$ cat config.mk
export PLATFORM = sky130hd
export DESIGN_NAME = param_computational_unit_flat
export DESIGN_NICKNAME = d
export VERILOG_FILES = /design/src/rtl/param_computational_unit_if.sv /design/src/rtl/param_computational_unit.sv /design/src/flat_wrapper.sv
export SDC_FILE = /design/constraint.sdc
export NUM_CORES = 1
export LEC_CHECK = 0
export CAP_MARGIN = 10
export CELL_PAD_IN_SITES_DETAIL_PLACEMENT = 1
export CELL_PAD_IN_SITES_GLOBAL_PLACEMENT = 1
export CORE_ASPECT_RATIO = 1.1
export CORE_MARGIN = 4
export CORE_UTILIZATION = 46
export CTS_CLUSTER_DIAMETER = 60
export DETAILED_ROUTE_END_ITERATION = 10
export GPL_TIMING_DRIVEN = 0
export PLACE_DENSITY_LB_ADDON = 0.1
export RECOVER_POWER = 50
export SETUP_SLACK_MARGIN = 0.1
export SYNTH_ARGS = -nofsm -noshare
export SYNTH_HDL_FRONTEND = slang
export SYNTH_SLANG_ARGS = --single-unit
$ cat constraint.sdc
create_clock -name clk -period 7.97 [get_ports clk]
set_input_delay 1.9925 -clock clk [delete_from_list [all_inputs] [get_ports clk]]
set_output_delay 1.9925 -clock clk [all_outputs]
set_load 0.02 [all_outputs]
$ cat src/rtl/param_computational_unit_if.sv
// Decoder-facing bundle for param_computational_unit: selects/enables/operands in,
// bus, registers and status out.
interface param_computational_unit_if #(
   parameter int DW      = 4,
   parameter int IDX_EXT = 1
);
   logic [3:0]            source_sel;
   logic [3:0]            alu_op;
   logic [DW-1:0]         imm;
   logic [DW-1:0]         i_pins;
   logic [DW-1:0]         dm;
   logic                  x_sel;
   logic                  y_sel;
   logic                  i_sel;
   logic [8:0]            reg_en;
   logic                  clr_ext;
   logic                  set_ext;
   logic [DW-1:0]         data_bus;
   logic [DW-1:0]         o_reg;
   logic [DW+IDX_EXT-1:0] i_ext;
   logic [DW-1:0]         r;
   logic                  r_eq_0;
   logic                  busy;

   modport master (
      output source_sel, alu_op, imm, i_pins, dm, x_sel, y_sel, i_sel, reg_en, clr_ext, set_ext,
      input  data_bus, o_reg, i_ext, r, r_eq_0, busy
   );

   modport slave (
      input  source_sel, alu_op, imm, i_pins, dm, x_sel, y_sel, i_sel, reg_en, clr_ext, set_ext,
      output data_bus, o_reg, i_ext, r, r_eq_0, busy
   );
endinterface

$ cat src/rtl/param_computational_unit.sv
// Datapath for the 4-bit MCU core: data registers, bus mux, index + extension, ALU with
// sequential shift-add multiplier. Optional macro SAT_ARITH_EN: unsigned saturating add/sub.
module param_computational_unit #(
   parameter int DW      = 4,
   parameter int IDX_EXT = 1
) (
   input  logic                      clk,
   input  logic                      reset,
   param_computational_unit_if.slave bus
);
   localparam int CW = $clog2(DW) + 1;
   localparam logic [0:0] ST_IDLE = 1'b0;
   localparam logic [0:0] ST_RUN  = 1'b1;

   // gp[0..3] = x0, x1, y0, y1, enabled by reg_en[3:0]
   logic [3:0][DW-1:0]  gp_q, gp_d;
   logic [DW-1:0]       m_q, m_d;
   logic [DW-1:0]       i_q, i_d;
   logic [DW-1:0]       o_q, o_d;
   logic [IDX_EXT-1:0]  ext_q, ext_d;
   logic [DW-1:0]       r_q, r_d;
   logic                z_q, z_d;

   logic [0:0]          state_q, state_d;
   logic [2*DW-1:0]     mcand_q, mcand_d;
   logic [DW-1:0]       mplier_q, mplier_d;
   logic [2*DW-1:0]     acc_q, acc_d;
   logic [CW-1:0]       cnt_q, cnt_d;
   logic                hi_q, hi_d;

   logic [DW-1:0]       data_bus;
   logic [DW-1:0]       x_op, y_op;
   logic [DW:0]         i_sum, add_w, sub_w;
   logic [DW-1:0]       alu_res;
   logic                single_op, mul_op, mul_start, mul_last;
   logic [2*DW-1:0]     acc_step;
   logic [DW-1:0]       mul_res;
   logic                unused_en7;

   assign unused_en7 = bus.reg_en[7];

   // ---------------- data bus source mux ----------------
   always_comb begin
      data_bus = '0;
      case (bus.source_sel)
         4'd0:    data_bus = gp_q[0];
         4'd1:    data_bus = gp_q[1];
         4'd2:    data_bus = gp_q[2];
         4'd3:    data_bus = gp_q[3];
         4'd4:    data_bus = r_q;
         4'd5:    data_bus = m_q;
         4'd6:    data_bus = i_q;
         4'd7:    data_bus = bus.dm;
         4'd8:    data_bus = bus.imm;
         4'd9:    data_bus = bus.i_pins;
         4'd10:   data_bus = DW'(ext_q);
         default: data_bus = '0;
      endcase
   end

   // ---------------- plain data registers ----------------
   always_comb begin
      gp_d = gp_q;
      for (int k = 0; k < 4; k++) begin
         if (bus.reg_en[k]) gp_d[k] = data_bus;
      end
      m_d = bus.reg_en[5] ? data_bus : m_q;
      o_d = bus.reg_en[8] ? data_bus : o_q;
   end

   // ---------------- index and extension ----------------
   assign i_sum = {1'b0, i_q} + {1'b0, m_q};

   always_comb begin
      i_d = i_q;
      if (bus.reg_en[6]) i_d = bus.i_sel ? i_sum[DW-1:0] : data_bus;
   end

   always_comb begin
      ext_d = ext_q;
      if (bus.clr_ext)
         ext_d = '0;
      else if (bus.set_ext)
         ext_d = '1;
      else if (bus.reg_en[6] && bus.i_sel && i_sum[DW])
         ext_d = ext_q + IDX_EXT'(1);
   end

   // ---------------- single-cycle ALU ----------------
   assign x_op  = bus.x_sel ? gp_q[1] : gp_q[0];
   assign y_op  = bus.y_sel ? gp_q[3] : gp_q[2];
   assign add_w = {1'b0, x_op} + {1'b0, y_op};
   assign sub_w = {1'b0, x_op} - {1'b0, y_op};

   always_comb begin
      alu_res = '0;
      case (bus.alu_op)
         4'd0: alu_res = '0 - x_op;
`ifdef SAT_ARITH_EN
         // sub_w[DW] is the borrow, add_w[DW] the carry
         4'd1: alu_res = sub_w[DW] ? '0 : sub_w[DW-1:0];
         4'd2: alu_res = add_w[DW] ? '1 : add_w[DW-1:0];
`else
         4'd1: alu_res = sub_w[DW-1:0];
         4'd2: alu_res = add_w[DW-1:0];
`endif
         4'd5: alu_res = x_op ^ y_op;
         4'd6: alu_res = x_op & y_op;
         4'd7: alu_res = ~x_op;
         default: alu_res = '0;
      endcase
   end

   assign single_op = (bus.alu_op <= 4'd2) || (bus.alu_op >= 4'd5 && bus.alu_op <= 4'd7);
   assign mul_op    = (bus.alu_op == 4'd3) || (bus.alu_op == 4'd4);
   assign mul_start = bus.reg_en[4] && (state_q == ST_IDLE) && mul_op;

   // ---------------- shift-add multiplier ----------------
   assign acc_step = mplier_q[0] ? (acc_q + mcand_q) : acc_q;
   assign mul_last = (cnt_q == CW'(DW - 1));
   assign mul_res  = hi_q ? acc_step[2*DW-1:DW] : acc_step[DW-1:0];

   always_comb begin
      state_d  = state_q;
      mcand_d  = mcand_q;
      mplier_d = mplier_q;
      acc_d    = acc_q;
      cnt_d    = cnt_q;
      hi_d     = hi_q;
      if (state_q == ST_IDLE) begin
         if (mul_start) begin
            state_d  = ST_RUN;
            mcand_d  = {{DW{1'b0}}, x_op};
            mplier_d = y_op;
            acc_d    = '0;
            cnt_d    = '0;
            hi_d     = (bus.alu_op == 4'd3);
         end
      end else begin
         acc_d    = acc_step;
         mcand_d  = {mcand_q[2*DW-2:0], 1'b0};
         mplier_d = {1'b0, mplier_q[DW-1:1]};
         cnt_d    = cnt_q + CW'(1);
         if (mul_last) state_d = ST_IDLE;
      end
   end

   // ---------------- result register and zero flag ----------------
   always_comb begin
      r_d = r_q;
      z_d = z_q;
      if (state_q == ST_IDLE) begin
         if (bus.reg_en[4] && single_op) begin
            r_d = alu_res;
            z_d = (alu_res == '0);
         end
      end else if (mul_last) begin
         r_d = mul_res;
         z_d = (mul_res == '0);
      end
   end

   always_ff @(posedge clk or posedge reset) begin
      if (reset) begin
         gp_q     <= '0;
         m_q      <= '0;
         i_q      <= '0;
         o_q      <= '0;
         ext_q    <= '0;
         r_q      <= '0;
         z_q      <= 1'b1;
         state_q  <= ST_IDLE;
         mcand_q  <= '0;
         mplier_q <= '0;
         acc_q    <= '0;
         cnt_q    <= '0;
         hi_q     <= 1'b0;
      end else begin
         gp_q     <= gp_d;
         m_q      <= m_d;
         i_q      <= i_d;
         o_q      <= o_d;
         ext_q    <= ext_d;
         r_q      <= r_d;
         z_q      <= z_d;
         state_q  <= state_d;
         mcand_q  <= mcand_d;
         mplier_q <= mplier_d;
         acc_q    <= acc_d;
         cnt_q    <= cnt_d;
         hi_q     <= hi_d;
      end
   end

   assign bus.data_bus = data_bus;
   assign bus.o_reg    = o_q;
   assign bus.i_ext    = {ext_q, i_q};
   assign bus.r        = r_q;
   assign bus.r_eq_0   = z_q;
   assign bus.busy     = (state_q == ST_RUN);
endmodule
$ cat src/flat_wrapper.sv
// flat-port wrapper written by rule: the top's interface ports become plain ports
module param_computational_unit_flat 
#(
   parameter int DW      = 4,
   parameter int IDX_EXT = 1
)
  (clk, reset, bus_source_sel, bus_alu_op, bus_imm, bus_i_pins, bus_dm, bus_x_sel, bus_y_sel, bus_i_sel, bus_reg_en, bus_clr_ext, bus_set_ext, bus_data_bus, bus_o_reg, bus_i_ext, bus_r, bus_r_eq_0, bus_busy);
  param_computational_unit_if #(.DW(DW), .IDX_EXT(IDX_EXT)) bus_i ();
  input  logic clk;
  input  logic reset;
  input wire logic [$bits(bus_i.source_sel)-1:0] bus_source_sel;
  input wire logic [$bits(bus_i.alu_op)-1:0] bus_alu_op;
  input wire logic [$bits(bus_i.imm)-1:0] bus_imm;
  input wire logic [$bits(bus_i.i_pins)-1:0] bus_i_pins;
  input wire logic [$bits(bus_i.dm)-1:0] bus_dm;
  input wire logic [$bits(bus_i.x_sel)-1:0] bus_x_sel;
  input wire logic [$bits(bus_i.y_sel)-1:0] bus_y_sel;
  input wire logic [$bits(bus_i.i_sel)-1:0] bus_i_sel;
  input wire logic [$bits(bus_i.reg_en)-1:0] bus_reg_en;
  input wire logic [$bits(bus_i.clr_ext)-1:0] bus_clr_ext;
  input wire logic [$bits(bus_i.set_ext)-1:0] bus_set_ext;
  output wire logic [$bits(bus_i.data_bus)-1:0] bus_data_bus;
  output wire logic [$bits(bus_i.o_reg)-1:0] bus_o_reg;
  output wire logic [$bits(bus_i.i_ext)-1:0] bus_i_ext;
  output wire logic [$bits(bus_i.r)-1:0] bus_r;
  output wire logic [$bits(bus_i.r_eq_0)-1:0] bus_r_eq_0;
  output wire logic [$bits(bus_i.busy)-1:0] bus_busy;
  assign bus_i.source_sel = bus_source_sel;
  assign bus_i.alu_op = bus_alu_op;
  assign bus_i.imm = bus_imm;
  assign bus_i.i_pins = bus_i_pins;
  assign bus_i.dm = bus_dm;
  assign bus_i.x_sel = bus_x_sel;
  assign bus_i.y_sel = bus_y_sel;
  assign bus_i.i_sel = bus_i_sel;
  assign bus_i.reg_en = bus_reg_en;
  assign bus_i.clr_ext = bus_clr_ext;
  assign bus_i.set_ext = bus_set_ext;
  assign bus_data_bus = bus_i.data_bus;
  assign bus_o_reg = bus_i.o_reg;
  assign bus_i_ext = bus_i.i_ext;
  assign bus_r = bus_i.r;
  assign bus_r_eq_0 = bus_i.r_eq_0;
  assign bus_busy = bus_i.busy;
  param_computational_unit #(.DW(DW), .IDX_EXT(IDX_EXT)) u_core (.clk(clk), .reset(reset), .bus(bus_i));
endmodule
==> results by group, run 1 <==
Layout
  – Top reg by flops: u_core.gp_q
  – Layout fillers: 970
  – Core Util, Final: 56.4%
  – ANT cells: 0
  – Biggest registers after layout: u_core.gp_q x16, u_core.acc_q x8, u_core.mcand_q x8
  – Area growth syn-to-layout: 18.3%
  – Layout cells sized above 1: 9.68%
  – Post-Layout Cell Count: 607
  – Max reg flops: 16
  – # nets final: 552
  – Design area: 0.00477 mm²

Pwr
  – P_leak: 2.15 nW
  – Peak VDD IR: 0.108 mV
  – Pwr Density: 286 mW/mm²
  – Design Power: 0.00137 W

Critical path
  – Worst Setup Start Kind: input pin
  – Worst-path maximum fanout: 10
  – Crit end category: primary output
  – Setup CP Type: input pin to primary output
  – Worst EP required: 5980 ps
  – Worst path arrival time: 4290 ps

Flow run
  – Max-cap viol count: 1

Detailed routing
  – DRT Pass-1 Iters: 5
  – Drt total wl: 12.1 mm
  – Starting DRT DRC Count: 103
  – Routed vias: 3595
  – Post-DRT Antenna Nets: 0
  – DRC: 0
  – Drt wl/cell: 19.9 µm
  – Vias per Instance: 5.92

Clock network
  – Post-CTS Setup Bufs: 0
  – Reg clk slew, reported paths: 60 ps
  – Num CTS Buffers: 9
  – CTS H-tree lvls: 3
  – Clock Tree Buf Depth: 2
  – Hold-fix buffers, CTS: 0
  – Clock Latency Late Sink: 350 ps
  – # resized after CTS: 0
  – Clock Sinks: 59
  – CTS root buf: clkbuf_8
  – TritonCTS clock tree: built

Global routing
  – Vias in the first global route: 3928
  – Met1 Use GR: 29.7%
  – Busiest grt layer: met2
  – GRT Overall Usage: 24.4%
  – First-pass GRT wire length: 20.3 mm
  – Pin count of the biggest net entering global routing: 33
  – Initial antenna violation count: 0
  – Met2 Usage GRT: 43.4%
  – Remaining Overflow, GRT: 0
  – GR met3 Demand/Resource: 4.07%

Logic synthesis
  – Post-synth net total: 499
  – FF+latch count, synth: 59
  – Number of synthesized flops with an enable pin: 0
  – Post-Synthesis Cells: 439
  – Async SR Flop Fraction: 100%
  – Yosys warning count: 0
  – Post-synth top flop: dfrtp_1
  – Average size of a mapped cell: 9.18 µm²
  – Synth Cell Area: 0.00403 mm²
  – Yosys cell types: 62
  – Register area share after synthesis: 36.7%

Timing
  – Setup TNS: 0 ps
  – Slew HR: -6.79%
  – Period utilization: 78.9%
  – Hold Fails Final Rpt: 0
  – Final Max Tran Viols: 29
  – Min cycle time layout: 6290 ps
  – Layout Skew: 14.0 ps
  – F_max: 0.159 GHz
  – Slew at the pin closest to its max-slew limit: 1600 ps
  – RSZ-0062 raised after global routing: false
  – Setup violations, final: 0

Die
  – Core ar.: 0.00845 mm²
  – Width of the die: 97.3 µm
  – Row count: 35
  – Io pins: 55
  – Die Y-Extent: 106 µm
  – Initial Utilization: 47.7%
  – Die footprint: 0.0103 mm²

Placed design
  – Placed cells: 592
  – Port bufs: 41
  – Placer Congestion: 0.867
  – Detail Placement HPWL: 8.95 mm
  – Placed inst area: 0.00460 mm²

Outcome
  – Outcome: finished with violations
  – Failing checks: capacitance limit, slew limit

Worst hold path
  – Worst hold path class: register to register
## synthesized netlist by cell type, drive strengths merged, types with 4 or more instances
master | n | share of area [%]
xnor2 | 10 | 2.2
nor2 | 48 | 4.5
inv | 26 | 2.4
a32o | 6 | 1.5
a221o | 8 | 2.0
mux2i | 17 | 4.5
a21o | 7 | 1.3
o31ai | 4 | 1.1
a21oi | 38 | 4.8
buf | 18 | 2.2
nand3b | 5 | 0.93
o21a | 4 | 0.74
dfrtp | 58 | 36
nor3b | 6 | 1.2
o211ai | 6 | 1.2
nor3 | 5 | 0.62
o21ai | 27 | 3.4
and2 | 4 | 0.68
nor2b | 11 | 1.7
ha | 21 | 6.5
nand2 | 28 | 2.6
nand4 | 4 | 0.62
mux2 | 5 | 1.4
a31oi | 7 | 1.1
clkbuf | 9 | 1.1
a22oi | 5 | 0.93
and3 | 4 | 0.65
xor2 | 5 | 1.1
nand3 | 9 | 1.1
## report_power, final
| group | total (W) | switching [W] | internal [W] |
|---|---|---|---|
| combinational | 0.000617 | 0.000350 | 0.000267 |
| sequential | 0.000467 | 0.0000857 | 0.000382 |
| clock | 0.000282 | 0.000122 | 0.000160 |
## kinds of logic after synthesis
group / Yosys count / synth area share (%)
XOR/XNOR: 15 / 3.26
adder cells (fa/ha/maj): 24 / 8.01
buffers and inverters: 54 / 5.99
AND/OR/NAND/NOR: 128 / 15.3
multiplexers: 25 / 7.60
AO/OA/AOI/OAI: 134 / 23.2
flip-flops: 59 / 36.7
## area by class of cell
cell class	instances	area (µm²)	area share, %
Multi-Input combinational cell	326	2300	48.3
Sequential cell	59	1480	31.0
Timing Repair Buffer	42	414	8.68
Clock buffer	13	159	3.33
Buffer	28	144	3.02
Tap cell	111	139	2.91
Inverter	26	97.6	2.05
Clock inverter	2	35.0	0.735
## through the flow
stage | hold slack [ps] | worst slack (ps)
6_report | 503 | 1680
5_1_grt | 540 | 1530
3_3_place_gp | 482 | 1690
3_5_place_dp | 489 | 1670
4_1_cts | 507 | 1670
2_1_floorplan | 468 | 2830
## cell usage in the layout, fill, tap and decap left out, types with 7 or more instances in the layout
cell type        Yosys  routed
clkbuf_8             1      12
clkbuf_1             7      10
nand3_1              9       9
mux2i_1             16      16
xnor2_1             10      10
dfrtp_1             58      58
a31oi_1              7       7
buf_2                9       9
o21ai_0             26      27
a221o_1              7       7
nor2_1              48      48
nor2b_1             11      11
clkdlybuf4s50_1      0      34
dlygate4sd3_1        0       7
ha_1                21      21
nand2_1             28      28
a21o_1               7       7
inv_1               26      26
a21oi_1             37      37
## final timing paths
kind | slack [ps] | from | depth (start not counted) | to
setup / recovery | 1680 | bus_source_sel[0] | 8 | bus_data_bus[1]
hold / removal | 500 | u_core.bus.r_eq_0 | 2 | u_core.bus.r_eq_0
setup reg to reg | 4930 | u_core.gp_q[12] | 12 | u_core.bus.r[3]
hold reg to reg | 500 | u_core.bus.r_eq_0 | 2 | u_core.bus.r_eq_0
max in group asynchronous | 3460 | reset | 3 | u_core.mcand_q[2]
min in group asynchronous | 2420 | reset | 2 | u_core.gp_q[12]
## critical path, stage by stage
cell and delay [ps]:
clkdlybuf4s50_1 540, buf_2 240, nor2_1 80, a21oi_1 150, a21oi_1 120, o31ai_4 540, inv_1 80, clkdlybuf4s50_1 550
## metal layers
layer	wire length [µm]	vias up
met5	0	-
met4	339	0
met3	591	30
met2	6200	100
met1	4950	1769
li1	-	1696
Note: power is estimated with default switching activity, not from simulation.
==> run 2, diff against run 1 <==
--- a/config.mk
+++ b/config.mk
@@ -10,7 +10,7 @@
 export CELL_PAD_IN_SITES_GLOBAL_PLACEMENT = 1
 export CORE_ASPECT_RATIO = 1.1
 export CORE_MARGIN = 4
-export CORE_UTILIZATION = 46
+export CORE_UTILIZATION = 38
 export CTS_CLUSTER_DIAMETER = 60
 export DETAILED_ROUTE_END_ITERATION = 10
 export GPL_TIMING_DRIVEN = 0
==> constraint.sdc (replaced) <==
create_clock -name clk -period 5.5 [get_ports clk]
set_input_delay 1.375 -clock clk [delete_from_list [all_inputs] [get_ports clk]]
set_output_delay 1.375 -clock clk [all_outputs]
set_load 0.02 [all_outputs]
==> results by group, run 2 (synthesized netlist as in run 1, its figures left out) <==
Outcome
  – Outcome: finished with violations
  – Failing checks: capacitance limit, slew limit

Clock network
  – Reg clk slew, reported paths: 60 ps (about the same)
  – CTS H-tree lvls: 3 (unchanged)
  – Hold-fix buffers, CTS: 0 (unchanged)
  – Post-CTS Setup Bufs: 0 (unchanged)
  – Clock Tree Buf Depth: 2 (unchanged)
  – Num CTS Buffers: 9 (unchanged)
  – CTS root buf: clkbuf_16
  – Clock Latency Late Sink: 330 ps (-20 ps)
  – # resized after CTS: 0 (unchanged)
  – TritonCTS clock tree: built
  – Clock Sinks: 59 (unchanged)

Pwr
  – P_leak: 2.19 nW (+2.0%)
  – Design Power: 0.00208 W (+52%)
  – Pwr Density: 424 mW/mm² (+48%)
  – Switching power: 0.000812 W (+46%)
  – Sequential share of power: 32.8% (-1.4 points)
  – Clk pwr share: 24.9% (+4.3 points)
  – Peak VDD IR: 0.187 mV (+73%)
  – Comb power frac: 42.3% (-2.8 points)
  – Sw frac: 39.1% (-1.8 points)
  – Internal power: 0.00127 W (+57%)

Timing
  – Setup TNS: 0 ps (unchanged)
  – Final Max Tran Viols: 37 (+28%)
  – F_max: 0.197 GHz
  – Hold Fails Final Rpt: 0 (unchanged)
  – Layout Skew: 10.6 ps (-3.47 ps)
  – Slew HR: -34.7% (-28 points)
  – Setup violations, final: 0 (unchanged)
  – Slew at the pin closest to its max-slew limit: 2020 ps (+419 ps)
  – Period utilization: 92.5%
  – Min cycle time layout: 5090 ps
  – RSZ-0062 raised after global routing: false

Detailed routing
  – Drt wl/cell: 18.5 µm (-7.0%)
  – Starting DRT DRC Count: 95 (-7.8%)
  – Post-DRT Antenna Nets: 0 (unchanged)
  – Routed vias: 3548 (-1.3%)
  – DRC: 0 (unchanged)
  – DRT Pass-1 Iters: 4 (-1)
  – Drt total wl: 11.9 mm (-1.9%)
  – Vias per Instance: 5.54 (-6.4%)

Layout
  – ANT cells: 0 (unchanged)
  – Core Util, Final: 47.1% (-9.3 points)
  – Commonest non-fill, non-tap cells in the layout: dfrtp_1 (58), nor2_1 (48), a21oi_1 (37)
  – Layout fillers: 1222 (+26%)
  – # nets final: 552 (unchanged)
  – Post-Layout Cell Count: 640 (+5.4%)
  – Max reg flops: 16 (unchanged)
  – Most common cell after layout, fill and taps aside: dfrtp_1
  – Biggest registers after layout: u_core.gp_q x16, u_core.acc_q x8, u_core.mcand_q x8
  – Layout cells sized above 1: 10.1% (+0.38 points)
  – Area growth syn-to-layout: 21.5%
  – Top reg by flops: u_core.gp_q

Worst hold path
  – Worst hold path class: register to register

Global routing
  – First-pass GRT wire length: 19.3 mm (-4.6%)
  – Pin count of the biggest net entering global routing: 37 (+12%)
  – Vias in the first global route: 3766 (-4.1%)
  – GRT Overall Usage: 20.1% (-4.3 points)
  – Initial antenna violation count: 0 (unchanged)
  – Remaining Overflow, GRT: 0 (unchanged)

Flow run
  – Max-cap viol count: 1 (unchanged)

Critical path
  – Crit end category: primary output
  – Setup CP Type: input pin to primary output
  – Worst EP required: 4120 ps (-1860 ps)
  – Worst Setup Start Kind: input pin
  – Worst-path maximum fanout: 10 (unchanged)
  – Worst path arrival time: 3710 ps (-580 ps)

Die
  – Io pins: 55 (unchanged)
  – Die footprint: 0.0123 mm² (+19%)
  – Core ar.: 0.0104 mm² (+23%)
  – Die Y-Extent: 116 µm (+9.3%)
  – Initial Utilization: 38.8% (-8.9 points)
  – Width of the die: 106 µm (+9.2%)
  – Row count: 39 (+11%)

Placed design
  – Detail Placement HPWL: 9.02 mm (+0.81%)
  – Port bufs: 41 (unchanged)
  – Placed cells: 624 (+5.4%)
  – Placer Congestion: 0.864 (-0.36%)
==> run 2: cell types whose count changed in the layout (fill, tap and decap cells not counted) <==
cell and change:
o21ai_0 -1, bufinv_16 -1, nor3b_1 -1, o21ai_2 +1
clkbuf_8 -9, nor3b_2 +1, clkinv_2 +2, clkdlybuf4s50_1 -1
dlygate4sd3_1 +1, clkbuf_1 +1, clkbuf_16 +9, buf_2 -1
==> run 2: layer usage <==
metal	share of wire, %	global-route usage [%]	vias up	wire [µm]
met2	52	36.5	64	6150
met3	2.7	2.67	21	321
met5	0	0	-	0
met1	43	24.2	1762	5150
li1	-	-	1701	-
met4	2.0	8.03	0	237
==> run 2: power groups by stage <==
stage,clock (W),combinational (W),sequential (W)
after floorplan,0,0.000578,0.000683
after global placement,0,0.000853,0.000685
after detailed placement,0,0.000882,0.000691
after CTS,0.000528,0.000893,0.000685
after global routing,0.000549,0.000980,0.000701
final,0.000518,0.000878,0.000681
==> run 2: layout make-up <==
class | count | area, µm² | share of cell area [%]
Buffer | 28 | 143 | 2.91
Clock buffer | 13 | 260 | 5.31
Clock inverter | 3 | 15.0 | 0.307
Inverter | 26 | 97.6 | 1.99
Multi-Input combinational cell | 326 | 2310 | 47.2
Sequential cell | 59 | 1480 | 30.2
Tap cell | 143 | 179 | 3.65
Timing Repair Buffer | 42 | 414 | 8.45
==> run 2: worst paths after layout <==
check | cells past startpoint | start | endpoint | slack (ps)
max | 8 | bus_source_sel[0] | bus_data_bus[1] | 410
min | 2 | u_core.bus.r_eq_0 | u_core.bus.r_eq_0 | 510
max reg2reg | 12 | u_core.gp_q[12] | u_core.bus.r[3] | 2500
min reg2reg | 2 | u_core.bus.r_eq_0 | u_core.bus.r_eq_0 | 510
max in group asynchronous | 3 | reset | u_core.m_q[1] | 1390
min in group asynchronous | 2 | reset | u_core.gp_q[7] | 1710
==> run 2: metrics by stage <==
step / setup slack [ps] / area, µm² / hold slack, ps
after floorplan: 1590 / 4030 / 468
after global placement: 410 / 4620 / 482
after detailed placement: 414 / 4640 / 505
after CTS: 390 / 4920 / 517
after global routing: 259 / 4900 / 544
final: 414 / 4900 / 513
==> run 2: critical path, stage by stage <==
cell	delay, ps
clkdlybuf4s50_1	550
buf_2	240
nor2_1	90
a21oi_1	170
a21oi_1	120
o31ai_4	520
inv_1	90
clkdlybuf4s50_1	550
==> run 3, diff against run 2 <==
--- a/config.mk
+++ b/config.mk
@@ -17,6 +17,7 @@
 export PLACE_DENSITY_LB_ADDON = 0.1
 export RECOVER_POWER = 50
 export SETUP_SLACK_MARGIN = 0.1
+export SKIP_CTS_REPAIR_TIMING = 1
 export SYNTH_ARGS = -nofsm -noshare
 export SYNTH_HDL_FRONTEND = slang
 export SYNTH_SLANG_ARGS = --single-unit
==> results of run 3 <==
The final DEF is identical to that of run 2; final timing and power are the same.
==> RTL change 1 (flow settings as in run 1) <==
`gp_q`, `m_q`, `i_q`, `o_q` and `r_q` no longer have a reset.
--- a/src/rtl/param_computational_unit.sv
+++ b/src/rtl/param_computational_unit.sv
@@ -162,12 +162,7 @@
 
    always_ff @(posedge clk or posedge reset) begin
       if (reset) begin
-         gp_q     <= '0;
-         m_q      <= '0;
-         i_q      <= '0;
-         o_q      <= '0;
          ext_q    <= '0;
-         r_q      <= '0;
          z_q      <= 1'b1;
          state_q  <= ST_IDLE;
          mcand_q  <= '0;
@@ -176,12 +171,7 @@
          cnt_q    <= '0;
          hi_q     <= 1'b0;
       end else begin
-         gp_q     <= gp_d;
-         m_q      <= m_d;
-         i_q      <= i_d;
-         o_q      <= o_d;
          ext_q    <= ext_d;
-         r_q      <= r_d;
          z_q      <= z_d;
          state_q  <= state_d;
          mcand_q  <= mcand_d;
@@ -192,6 +182,14 @@
       end
    end
 
+   always_ff @(posedge clk) begin
+      gp_q <= gp_d;
+      m_q  <= m_d;
+      i_q  <= i_d;
+      o_q  <= o_d;
+      r_q  <= r_d;
+   end
+
    assign bus.data_bus = data_bus;
    assign bus.o_reg    = o_q;
    assign bus.i_ext    = {ext_q, i_q};
Formal check against the unedited RTL: not equivalent (Yosys sat finds a counterexample within 4 cycles, from zero or initial values and one cycle with reset high).
==> RTL change 1 against run 1 <==
Clock skew barely moved. Routed wire length fell by 8.5%. Critical endpoint unchanged. Highest routed layer unchanged. Synthesized area decreased by 4.1%. Largest cell class unchanged. Total power decreased by 11%. Worst setup slack got worse by 0.33 ns. Cell area decreased by 1.7%. First-iteration DRC count increased by 3.9%. Sequential cell count unchanged. Count of clock-buffer cells in the layout down 4.
==> RTL change 1: results (changes against run 1) <==
| Metric | Value |
|---|---|
| Status | `complete, no violations` |
| Net count of the mapped netlist | `435 (-13%)` |
| Clk power | `0.000312 W (+11%)` |
| VDD IR max | `0.124 mV (+15%)` |
| Capturing point of the worst reg2reg path | `u_core.bus.r_eq_0$_DFFE_PP1P_` |
| Post-synth EDFFs | `32 (+32)` |
| Synth Area in XOR/XNOR | `3.85% (+0.59 points)` |
| Via density per instance | `5.74 (-3.1%)` |
| Clock Skew | `0.0140 ns (+0.0000157 ns)` |
| Register area share after synthesis | `42.4% (+5.7 points)` |
| Largest net degree at the start of global routing | `28 (-15%)` |
| Leak Pwr | `1.95 nW (-9.1%)` |
| Mean post-synth cell area | `10.3 µm² (+12%)` |
| Share of layout cells above drive strength 1 | `10.5% (+0.82 points)` |
| Worst EP arrival | `4.63 ns (+0.34 ns)` |
| Gr usage total | `24.3% (-0.18 points)` |
| Fin Hold WS | `0.508 ns (+0.00480 ns)` |
| Met1 GRT Util | `31.3% (+1.6 points)` |
| Detail Placement HPWL | `8670 µm (-3.1%)` |
| Hold path startpoint | `u_core.cnt_q[0]$_DFFE_PP0P_` |
| Fin cells | `546 (-10%)` |
| Initial DRC count | `107 (+3.9%)` |
| RR Startpoint | `u_core.gp_q[13]$_DFFE_PP_` |
| Synth Area in Adders | `8.35% (+0.34 points)` |
| Hold Path Depth | `1 (-1)` |
| Top FF cell, synth | `edfxtp_1` |
| Multiplexer share of the synthesized area | `11.1% (+3.5 points)` |
==> RTL change 1: cell families after synthesis <==
kind of cell,Yosys count
compound gates,99
xor+xnor,17
fa+ha+maj,24
buf+inv,45
flops,59
mux,32
simple gates,99
==> RTL change 1: worst max path at each step <==
stage                                 end  slack (ns)  depth (start not counted)
after detailed placement  bus_data_bus[1]        1.34                          7
after global placement    bus_data_bus[1]        1.41                          6
after global routing      bus_data_bus[1]        1.18                          7
final                     bus_data_bus[1]        1.35                          7
after CTS                 bus_data_bus[1]        1.32                          7
after floorplan           bus_data_bus[0]        2.89                          6
==> RTL change 1: layout make-up <==
class	instances	area, µm²
Inverter	24	90.1
Multi-Input combinational cell	271	2030
Clock inverter	7	101
Fill cell	885	3350
Buffer	21	106
Clock buffer	9	124
Sequential cell	59	1640
Tap cell	108	135
Timing Repair Buffer	47	470
==> RTL change 2 (flow settings as in run 1) <==
Without the edit above. `DW` is set to 4 in 3 places; all go to 8.
--- a/src/rtl/param_computational_unit_if.sv
+++ b/src/rtl/param_computational_unit_if.sv
@@ -1,7 +1,7 @@
 // Decoder-facing bundle for param_computational_unit: selects/enables/operands in,
 // bus, registers and status out.
 interface param_computational_unit_if #(
-   parameter int DW      = 4,
+   parameter int DW      = 8,
    parameter int IDX_EXT = 1
 );
    logic [3:0]            source_sel;
--- a/src/rtl/param_computational_unit.sv
+++ b/src/rtl/param_computational_unit.sv
@@ -1,7 +1,7 @@
 // Datapath for the 4-bit MCU core: data registers, bus mux, index + extension, ALU with
 // sequential shift-add multiplier. Optional macro SAT_ARITH_EN: unsigned saturating add/sub.
 module param_computational_unit #(
-   parameter int DW      = 4,
+   parameter int DW      = 8,
    parameter int IDX_EXT = 1
 ) (
    input  logic                      clk,
--- a/src/flat_wrapper.sv
+++ b/src/flat_wrapper.sv
@@ -1,7 +1,7 @@
 // flat-port wrapper written by rule: the top's interface ports become plain ports
 module param_computational_unit_flat 
 #(
-   parameter int DW      = 4,
+   parameter int DW      = 8,
    parameter int IDX_EXT = 1
 )
   (clk, reset, bus_source_sel, bus_alu_op, bus_imm, bus_i_pins, bus_dm, bus_x_sel, bus_y_sel, bus_i_sel, bus_reg_en, bus_clr_ext, bus_set_ext, bus_data_bus, bus_o_reg, bus_i_ext, bus_r, bus_r_eq_0, bus_busy);
Ports: changed (7 resized); port bits go from 55 to 83. The function was not compared with the original's and may differ.
==> RTL change 2 against run 1 <==
The run still ends with capacitance limit, slew limit left. Worst hold slack better by 0.0027 ns. Total power grew 95%. Clock power grew 73%. Routed wire length rose by 130%. Synthesized area grew 92%. Sequential power up 92%. Cell area grew 91%. Worst setup slack lost 1.1 ns. First-iteration DRC count grew to 4.5 times the old value. Sequential cell count grew 53. Critical path depth up 2.
==> RTL change 2: results (changes against run 1) <==
| Metric | Value |
|---|---|
| Status | `finished, violations left` |
| Failing checks | `capacitance limit, slew limit` |
| RR Startpoint | `u_core.gp_q[24]$_DFFE_PP0P_` |
| Register area share after synthesis | `36.2% (-0.49 points)` |
| DR vias | `7358 (+100%)` |
| Area contributors post-synth | `dfrtp_1 36%, ha_1 6.5%, a21oi_1 5.8%` |
| Capturing point of the worst reg2reg path | `u_core.bus.r_eq_0$_DFFE_PP1P_` |
| Destination of the worst hold path | `u_core.mplier_q[2]$_DFFE_PP0P_` |
| Fin Hold WS | `0.506 ns (+0.00266 ns)` |
| Worst slew margin | `-175% (-170 points)` |
| Biggest regs | `u_core.gp_q: 32 flops, u_core.acc_q: 16 flops, u_core.mcand_q: 16 flops` |
| Initial DRC count | `468 (+350%)` |
| Resized cells post-CTS | `0 (unchanged)` |
| Final Max Tran Viols | `92 (+220%)` |
| Clock root buffer | `clkbuf_16` |
| Slowest cell on the critical path | `a21oi_1` |
| Vias in the first global route | `7768 (+98%)` |
| Hold Path Depth | `2 (unchanged)` |
| Detail Placement HPWL | `20800 µm (+130%)` |
| Number of buffers created by CTS | `9 (unchanged)` |
| Worst Setup SP | `bus_source_sel[3]` |
| Ant diodes | `0 (unchanged)` |
| RePlAce Congestion | `0.996 (+15%)` |
| Crit-path max FO | `10 (unchanged)` |
| Share of layout cells above drive strength 1 | `9.16% (-0.52 points)` |
| I/O Buffers | `76 (+85%)` |
| Drt wl/cell | `23.1 µm (+16%)` |
| Routed wl met3 | `1090 µm (+84%)` |
| Worst setup path endpoint | `bus_data_bus[0]` |
| Leak Pwr | `3.99 nW (+86%)` |
| Net count of the mapped netlist | `970 (+94%)` |
| Cell variety after synth | `82 (+32%)` |
| Hold path startpoint | `u_core.mplier_q[3]$_DFFE_PP0P_` |
| Worst skew pair latency | `0.38 ns (+0.03 ns)` |
| Slowest cell delay on critical path | `0.98 ns (+0.43 ns)` |
| CTS clk-pin slew, worst paths | `0.08 ns (+0.02 ns)` |
| Reg2reg setup slack | `4.26 ns (-0.67 ns)` |
| Initial antenna violation count | `0 (unchanged)` |
| Largest net degree at the start of global routing | `92 (+180%)` |
| First-pass GRT wire length | `43600 µm (+120%)` |
| Post-synth top cells | `111 x dfrtp_1, 105 x nor2_1, 90 x a21oi_1, 75 x nand2_1, 66 x o21ai_0` |
| Met2 routed WL | `13500 µm (+120%)` |
| Net count, final | `1058 (+92%)` |
| Worst EP arrival | `5.36 ns (+1.07 ns)` |
| Gr usage total | `29.3% (+4.9 points)` |
| VDD IR max | `0.149 mV (+37%)` |
| Max_cap viols | `1 (unchanged)` |
| Clock Skew | `0.0105 ns (-0.00355 ns)` |
| Filler Cells Inserted | `1955 (+100%)` |
| Met1 Routed Length | `11300 µm (+130%)` |
| Cell count of the worst reg-to-reg path | `13 (+1)` |
RTL change 2: cell count changes after synthesis, sizes merged, moves of 28 or more:
| cell | delta |
|---|---|
| nand2 | +47 |
| a21oi | +52 |
| o21ai | +42 |
| clkbuf | +28 |
| nor2 | +58 |
| dfrtp | +53 |
RTL change 2: cells by family after synthesis:
group	Yosys count	share of synthesized area [%]
xor gates and xnor gates	34	3.84
AOI/OAI and AO/OA	289	24.5
and+or+nand+nor	244	13.9
DFF	112	36.2
muxes	65	9.31
adders and majority gates	43	7.23
buffers and inverters	92	5.02
RTL change 2: metrics by stage:
step	util [%]	std cells	total power, W	cell area, µm²	setup WS (ns)
global route	55.3	1176	0.00283	9090	0.315
detailed placement	53.6	1160	0.00216	8800	0.643
CTS	55.4	1176	0.00267	9110	0.630
global placement	53.4	1159	0.00212	8770	0.684
finish	55.3	1176	0.00266	9090	0.615
floorplan	-	879	0.00169	7750	2.40
RTL change 2: layer usage:
metal	global-route usage, %	vias to the layer above
li1	-	3340
met1	35.3	3684
met2	52.3	248
met3	4.00	86
met5	0	-
met4	14.0	0
RTL change 2: where the power goes:
group          internal (W)  switching (W)  leakage (nW)  total [W]
Clock              0.000229       0.000258         0.152   0.000487
Combinational      0.000515       0.000761          2.42    0.00128
Sequential         0.000716       0.000181          1.41   0.000896
Total               0.00146        0.00120          3.99    0.00266
RTL change 2: layout make-up:
type                       count  share of cell area, %
clock inverter                 7                  0.922
clock buffer                   9                   2.48
tap                          204                   2.81
buffer                        48                   2.46
sequential                   112                   30.8
inverter                      44                   1.83
multi-input combinational    675                   50.2
timing repair buffer          77                   8.51
RTL change 2: critical path: cells and delay by family:
kind	cells	cell delay, ns
compound gates	4	1.62
simple gates	1	0.14
buf+inv	5	1.60
